### config.mk
export PLATFORM = sky130hd
export DESIGN_NAME = cmd_frame_resp
export DESIGN_NICKNAME = d
export VERILOG_FILES = /design/src/rtl/cmd_frame_resp.sv
export SDC_FILE = /design/constraint.sdc
export NUM_CORES = 1
export LEC_CHECK = 0
export ABC_AREA = 1
export ABC_CLOCK_PERIOD_IN_PS = 2450
export CAP_MARGIN = 20
export CELL_PAD_IN_SITES_DETAIL_PLACEMENT = 1
export CELL_PAD_IN_SITES_GLOBAL_PLACEMENT = 1
export CORE_ASPECT_RATIO = 1.75
export CORE_MARGIN = 2
export CORE_UTILIZATION = 40
export DETAILED_ROUTE_END_ITERATION = 8
export PLACE_DENSITY = 0.83
export SLEW_MARGIN = 0
export SYNTH_ARGS = -nofsm -noshare
export SYNTH_HDL_FRONTEND = slang
export SYNTH_SLANG_ARGS = --single-unit
### constraint.sdc
create_clock -name clk -period 2.45 [get_ports clk]
set_input_delay 0.245 -clock clk [delete_from_list [all_inputs] [get_ports clk]]
set_output_delay 0.245 -clock clk [all_outputs]
set_load 0.005 [all_outputs]
### src/rtl/cmd_frame_resp.sv
// cmd_frame_resp: assembles UART byte pairs into 16-bit commands and
// feeds single-byte responses to the UART transmitter through a one-deep buffer.
module cmd_frame_resp #(
  parameter int TIMEOUT_CYCLES = 100000,
  parameter int TO_W = 17
) (
  input  logic        clk,
  input  logic        rst,
  input  logic [7:0]  rx_data,
  input  logic        rx_rdy,
  output logic        clr_rx_rdy,
  output logic [15:0] cmd,
  output logic        cmd_rdy,
  input  logic        clr_cmd_rdy,
  output logic        overrun,
  input  logic [7:0]  resp,
  input  logic        send_resp,
  output logic [7:0]  tx_data,
  output logic        tx_trmt,
  input  logic        uart_tx_done,
  output logic        resp_sent,
  output logic        resp_drop
);
  typedef enum logic {WAIT_HI, WAIT_LO} rx_st_t;
  typedef enum logic {IDLE, SEND} tx_st_t;
  rx_st_t rx_st_q, rx_st_d;
  tx_st_t tx_st_q, tx_st_d;
  logic [7:0] hi_q, hi_d, pend_data_q, pend_data_d, tx_data_q, tx_data_d;
  logic [TO_W-1:0] to_cnt_q, to_cnt_d;
  logic [15:0] cmd_q, cmd_d;
  logic clr_rx_rdy_q, clr_rx_rdy_d, cmd_rdy_q, cmd_rdy_d, overrun_q, overrun_d;
  logic pend_vld_q, pend_vld_d, tx_trmt_q, tx_trmt_d, resp_sent_q, resp_sent_d;
  logic resp_drop_q, resp_drop_d, accept;
  // rx_rdy stays high through the clr_rx_rdy cycle, so that cycle must not count
  assign accept = rx_rdy & ~clr_rx_rdy_q;
  assign clr_rx_rdy_d = accept;
  always_comb begin
    rx_st_d = rx_st_q;
    hi_d = hi_q;
    to_cnt_d = to_cnt_q;
    cmd_d = cmd_q;
    cmd_rdy_d = cmd_rdy_q & ~clr_cmd_rdy;
    overrun_d = overrun_q & ~clr_cmd_rdy;
    if (rx_st_q == WAIT_HI) begin
      if (accept) begin
        hi_d = rx_data;
        to_cnt_d = '0;
        rx_st_d = WAIT_LO;
      end
    end else if (accept) begin
      rx_st_d = WAIT_HI;
      if (!cmd_rdy_q || clr_cmd_rdy) begin
        cmd_d = {hi_q, rx_data};
        cmd_rdy_d = 1'b1;
      end else overrun_d = 1'b1;
    end else if (to_cnt_q == TO_W'(TIMEOUT_CYCLES - 1)) rx_st_d = WAIT_HI;
    else to_cnt_d = to_cnt_q + TO_W'(1);
  end
  always_comb begin
    tx_st_d = tx_st_q;
    pend_vld_d = pend_vld_q;
    pend_data_d = pend_data_q;
    tx_data_d = tx_data_q;
    tx_trmt_d = 1'b0;
    resp_sent_d = 1'b0;
    resp_drop_d = resp_drop_q;
    if (tx_st_q == IDLE) begin
      if (pend_vld_q || send_resp) begin
        tx_data_d = pend_vld_q ? pend_data_q : resp;
        tx_trmt_d = 1'b1;
        tx_st_d = SEND;
        pend_vld_d = pend_vld_q & send_resp;
        pend_data_d = send_resp ? resp : pend_data_q;
      end
    end else begin
      if (send_resp) begin
        if (pend_vld_q) resp_drop_d = 1'b1;
        else begin
          pend_vld_d = 1'b1;
          pend_data_d = resp;
        end
      end
      if (uart_tx_done) begin
        resp_sent_d = 1'b1;
        tx_st_d = IDLE;
      end
    end
  end
  always_ff @(posedge clk or posedge rst) begin
    if (rst) begin
      rx_st_q <= WAIT_HI;
      tx_st_q <= IDLE;
      hi_q <= '0;
      to_cnt_q <= '0;
      cmd_q <= '0;
      clr_rx_rdy_q <= 1'b0;
      cmd_rdy_q <= 1'b0;
      overrun_q <= 1'b0;
      pend_vld_q <= 1'b0;
      pend_data_q <= '0;
      tx_data_q <= '0;
      tx_trmt_q <= 1'b0;
      resp_sent_q <= 1'b0;
      resp_drop_q <= 1'b0;
    end else begin
      rx_st_q <= rx_st_d;
      tx_st_q <= tx_st_d;
      hi_q <= hi_d;
      to_cnt_q <= to_cnt_d;
      cmd_q <= cmd_d;
      clr_rx_rdy_q <= clr_rx_rdy_d;
      cmd_rdy_q <= cmd_rdy_d;
      overrun_q <= overrun_d;
      pend_vld_q <= pend_vld_d;
      pend_data_q <= pend_data_d;
      tx_data_q <= tx_data_d;
      tx_trmt_q <= tx_trmt_d;
      resp_sent_q <= resp_sent_d;
      resp_drop_q <= resp_drop_d;
    end
  end
  assign clr_rx_rdy = clr_rx_rdy_q;
  assign cmd = cmd_q;
  assign cmd_rdy = cmd_rdy_q;
  assign overrun = overrun_q;
  assign tx_data = tx_data_q;
  assign tx_trmt = tx_trmt_q;
  assign resp_sent = resp_sent_q;
  assign resp_drop = resp_drop_q;
endmodule

==> run_results.csv <==
group,metric,value,unit
detailed_routing,antenna_left,0,
synthesis,synth_top_family_by_area,"simple AND/OR/NAND/NOR gates",
worst_setup_path,slowest_delay,0.42,ns
detailed_routing,first_pass_iters,5,
pwr,p_int,2.776,mW
synthesis,synth_xor_area_share,1.354,%
worst_setup_path,crit_start,"to_cnt_q[0]$_DFFE_PP0P_",
worst_setup_path,cp_data_required_time,2.66,ns
clock_tree,hold_buffers,0,
detailed_routing,wl_met3,228,um
floorplanning,die_w,71.98,um
detailed_routing,drc,0,
worst_setup_path,r2r_start,"to_cnt_q[0]$_DFFE_PP0P_",
timing,max_freq,0.5666,GHz
synthesis,synth_edf_count,0,
clock_tree,cts_buffers,9,
clock_tree,clk_pin_slew,0.05,ns
detailed_routing,routed_wirelength,8522,um
finish,diodes,0,
worst_setup_path,r2r_cells,8,
global_routing,grt_use_total,21.19,%
global_routing,grt_pass1_vias,3049,
clock_tree,clockBufferDepth,2,
worst_setup_path,rrSetupSlack,0.69,ns
synthesis,syn_avg_cell_area,8.579,sq um
synthesis,yosys.area_share.simple,25.38,%
detailed_routing,routedWlPerCell,16.33,um
synthesis,synthFlopType,"dfrtp_1",
timing,slew_headroom,61.08,%
detailed_routing,vias,2752,
finish,fillers,928,
pwr,power.density,946.4,mW/mm^2
clock_tree,clock_sinks,66,
timing,fin_ws,0.6850,ns
pwr,p_seq_share,41.0,%
placement,dp_worst_setup_slack,0.4645,ns
synthesis,netlist_area,0.003234,sq mm
timing,setup_viol,0,
finish,fin_util,52.08,%
timing,hold_slack,0.2578,ns
synthesis,synthMuxAreaShare,2.785,%
worst_setup_path,crit_path_start_kind,"register",
global_routing,antenna_found_initial,0,
pwr,peakVddDrop,560.5,uV
clock_tree,insertion_delay,0.33,ns
detailed_routing,top_layer_used,"met4",
placement,gp_congestion,0.8104,
clock_tree,post_cts_buffers,0,
detailed_routing,wl_met1,3097,um
timing,hold_viol,0,
placement,dp_hpwl,6159,um
worst_setup_path,reg2reg_to,"to_cnt_q[14]$_DFFE_PP0P_",
worst_setup_path,crit_fanout,21,
worst_setup_path,crit_end,"to_cnt_q[14]$_DFFE_PP0P_",
synthesis,syn-num-nets,400,
pwr,power_leakage,1.875,nW
clock_tree,root_buffer,"clkbuf_16",
hold_path,hold_path_class,"in -> async",
floorplanning,core_area,0.007909,sq mm
timing,skew,0.004858,ns
floorplanning,start_util,40.90,%
run_status,outcome,"finished, final reports clean",
synthesis,synth-compound-area-share,11.61,%
detailed_routing,via_per_inst,5.272,
worst_setup_path,critical_path_class,"reg -> reg",
timing,drv_slew,0,
global_routing,grt_pass1_wl,14430,um
synthesis,synth_fa_ha_area_share,0.3868,%
pwr,p_total,3.898,mW
floorplanning,row_count,43,
timing,fin_crit_sh,72.04,%
worst_setup_path,crit_arrival,1.98,ns
finish,drive_gt1_share,13.19,%
synthesis,synth_seq_cells,66,
synthesis,ys_types,31,
global_routing,grt_max_degree,29,
worst_setup_path,worstSetupEndpointType,"register",
clock_tree,cts_tree,"done",
pwr,clkPwrFrac,33.7,%
worst_setup_path,path_buf_inv,0,
synthesis,async_flop_share,100.0,%
detailed_routing,drtIter0Drc,126,
pwr,p_sw,1.122,mW
flow_run,drv_cap,0,
detailed_routing,route.met2.wl,4896,um
timing,rsz0062_at_grt,"no",
finish,multi_input_area,0.001343,sq mm
floorplanning,dieArea,0.008850,sq mm
synthesis,syn_inst,377,
timing,setup-tns-final,0,ns
worst_setup_path,cp.depth,8,
synthesis,yosysSeqAreaShare,51.06,%
synthesis,synth_warnings,0,
floorplanning,dieHeight,123.0,um
placement,numPortBuffers,51,
worst_setup_path,crit_chain,"ha_1 -> nand2_2 -> nor2_8 -> nand3_4 -> nand2_4 -> nand2_4 -> nand2_1 -> nand2_1",
finish,num-nets-final,451,
floorplanning,ios,52,
clock_tree,post_cts_resized,0,
worst_setup_path,path_delay_family,"simple AND/OR/NAND/NOR gates",
timing,min_period,1.765,ns
finish,seq_area,0.001652,sq mm
timing,tightestPinTransition,0.5839,ns
worst_setup_path,slowest_stage,"dfrtp_1",
global_routing,grt_remaining_overflow,0,
pwr,p_sw_share,28.80,%
clock_tree,htree_levels,3,
pwr,p_comb_share,25.4,%
finish,syn_to_final_growth,27.35,%
cell usage after synthesis (6+ instances only):
cell      count  area share (%)
dfrtp_1      66              51
nand2_1      94              11
o211ai_1      8             1.9
o21ai_1      12             1.9
nor2_1       30             3.5
o21ai_2       7             1.9
inv_1        37             4.3
nand3_1      22             3.4
nand4_1       6             1.2
buf_2         6            0.93
o21ai_0      32             5.0
nand2_2      10             1.9
power groups by stage:
stage	clock network (mW)	registers [mW]	logic (mW)
floorplan	0	1.55	0.491
global placement	0	1.59	0.946
detailed placement	0	1.61	0.998
CTS	1.33	1.60	1.01
global route	1.36	1.63	1.10
finish	1.31	1.60	0.990
registers in the layout (all words and copies together) (netlist names):
name / cells
clr_rx_rdy: 1
cmd: 16
cmd_rdy: 1
hi_q: 8
overrun: 1
pend_data_q: 8
pend_vld_q: 1
resp_drop: 1
resp_sent: 1
rx_st_q: 1
to_cnt_q: 17
tx_data: 8
tx_st_q: 1
tx_trmt: 1
placed cells by master, fill, tap and decap left out, drive strengths merged, types with 8 or more instances in the layout:
master         instances
inv                   41
mux2                   8
o21ai                 51
nand2                106
dfrtp                 66
nor2                  39
clkbuf                13
o211ai                 8
clkdlybuf4s50         51
nand3                 24
cell type report:
type | count | area share (%)
Clock buffer | 13 | 6.561
Clock inverter | 2 | 0.8505
Timing Repair Buffer | 55 | 13.43
Tap cell | 90 | 2.734
Sequential cell | 66 | 40.10
Multi-Input combinational cell | 255 | 32.59
Inverter | 41 | 3.736
through the flow:
step / cells / instance area (sq um)
floorplan: 377 / 3234
global placement: 507 / 3814
detailed placement: 507 / 3814
CTS: 522 / 4119
global route: 522 / 4119
finish: 522 / 4119
routing by layer:
layer / global-route usage [%] / vias up
li1: - / 1314
met1: 21.94 / 1356
met2: 40.10 / 58
met3: 3.912 / 24
met4: 10.02 / 0
met5: 0 / -
logic make-up after synthesis:
group | Yosys count
DFF | 66
adders and majority gates | 1
and+or+nand+nor | 177
AOI/OAI and AO/OA | 64
muxes | 8
buffers and inverters | 56
xor gates and xnor gates | 5
worst min-delay path by stage:
stage | slack, ns | depth (start not counted) | to | startpoint
6_report | 0.26 | 2 | tx_data[0]$_DFFE_PP0P_ | rst
4_1_cts | 0.27 | 2 | tx_data[0]$_DFFE_PP0P_ | rst
3_5_place_dp | 0.47 | 1 | resp_drop$_DFFE_PP0P_ | resp_drop$_DFFE_PP0P_
5_1_grt | 0.32 | 2 | tx_data[0]$_DFFE_PP0P_ | rst
3_3_place_gp | 0.46 | 2 | hi_q[0]$_DFFE_PP0P_ | hi_q[0]$_DFFE_PP0P_
2_1_floorplan | 0.37 | 2 | resp_sent$_DFF_PP0_ | uart_tx_done
(Power assumes the default switching activity.)
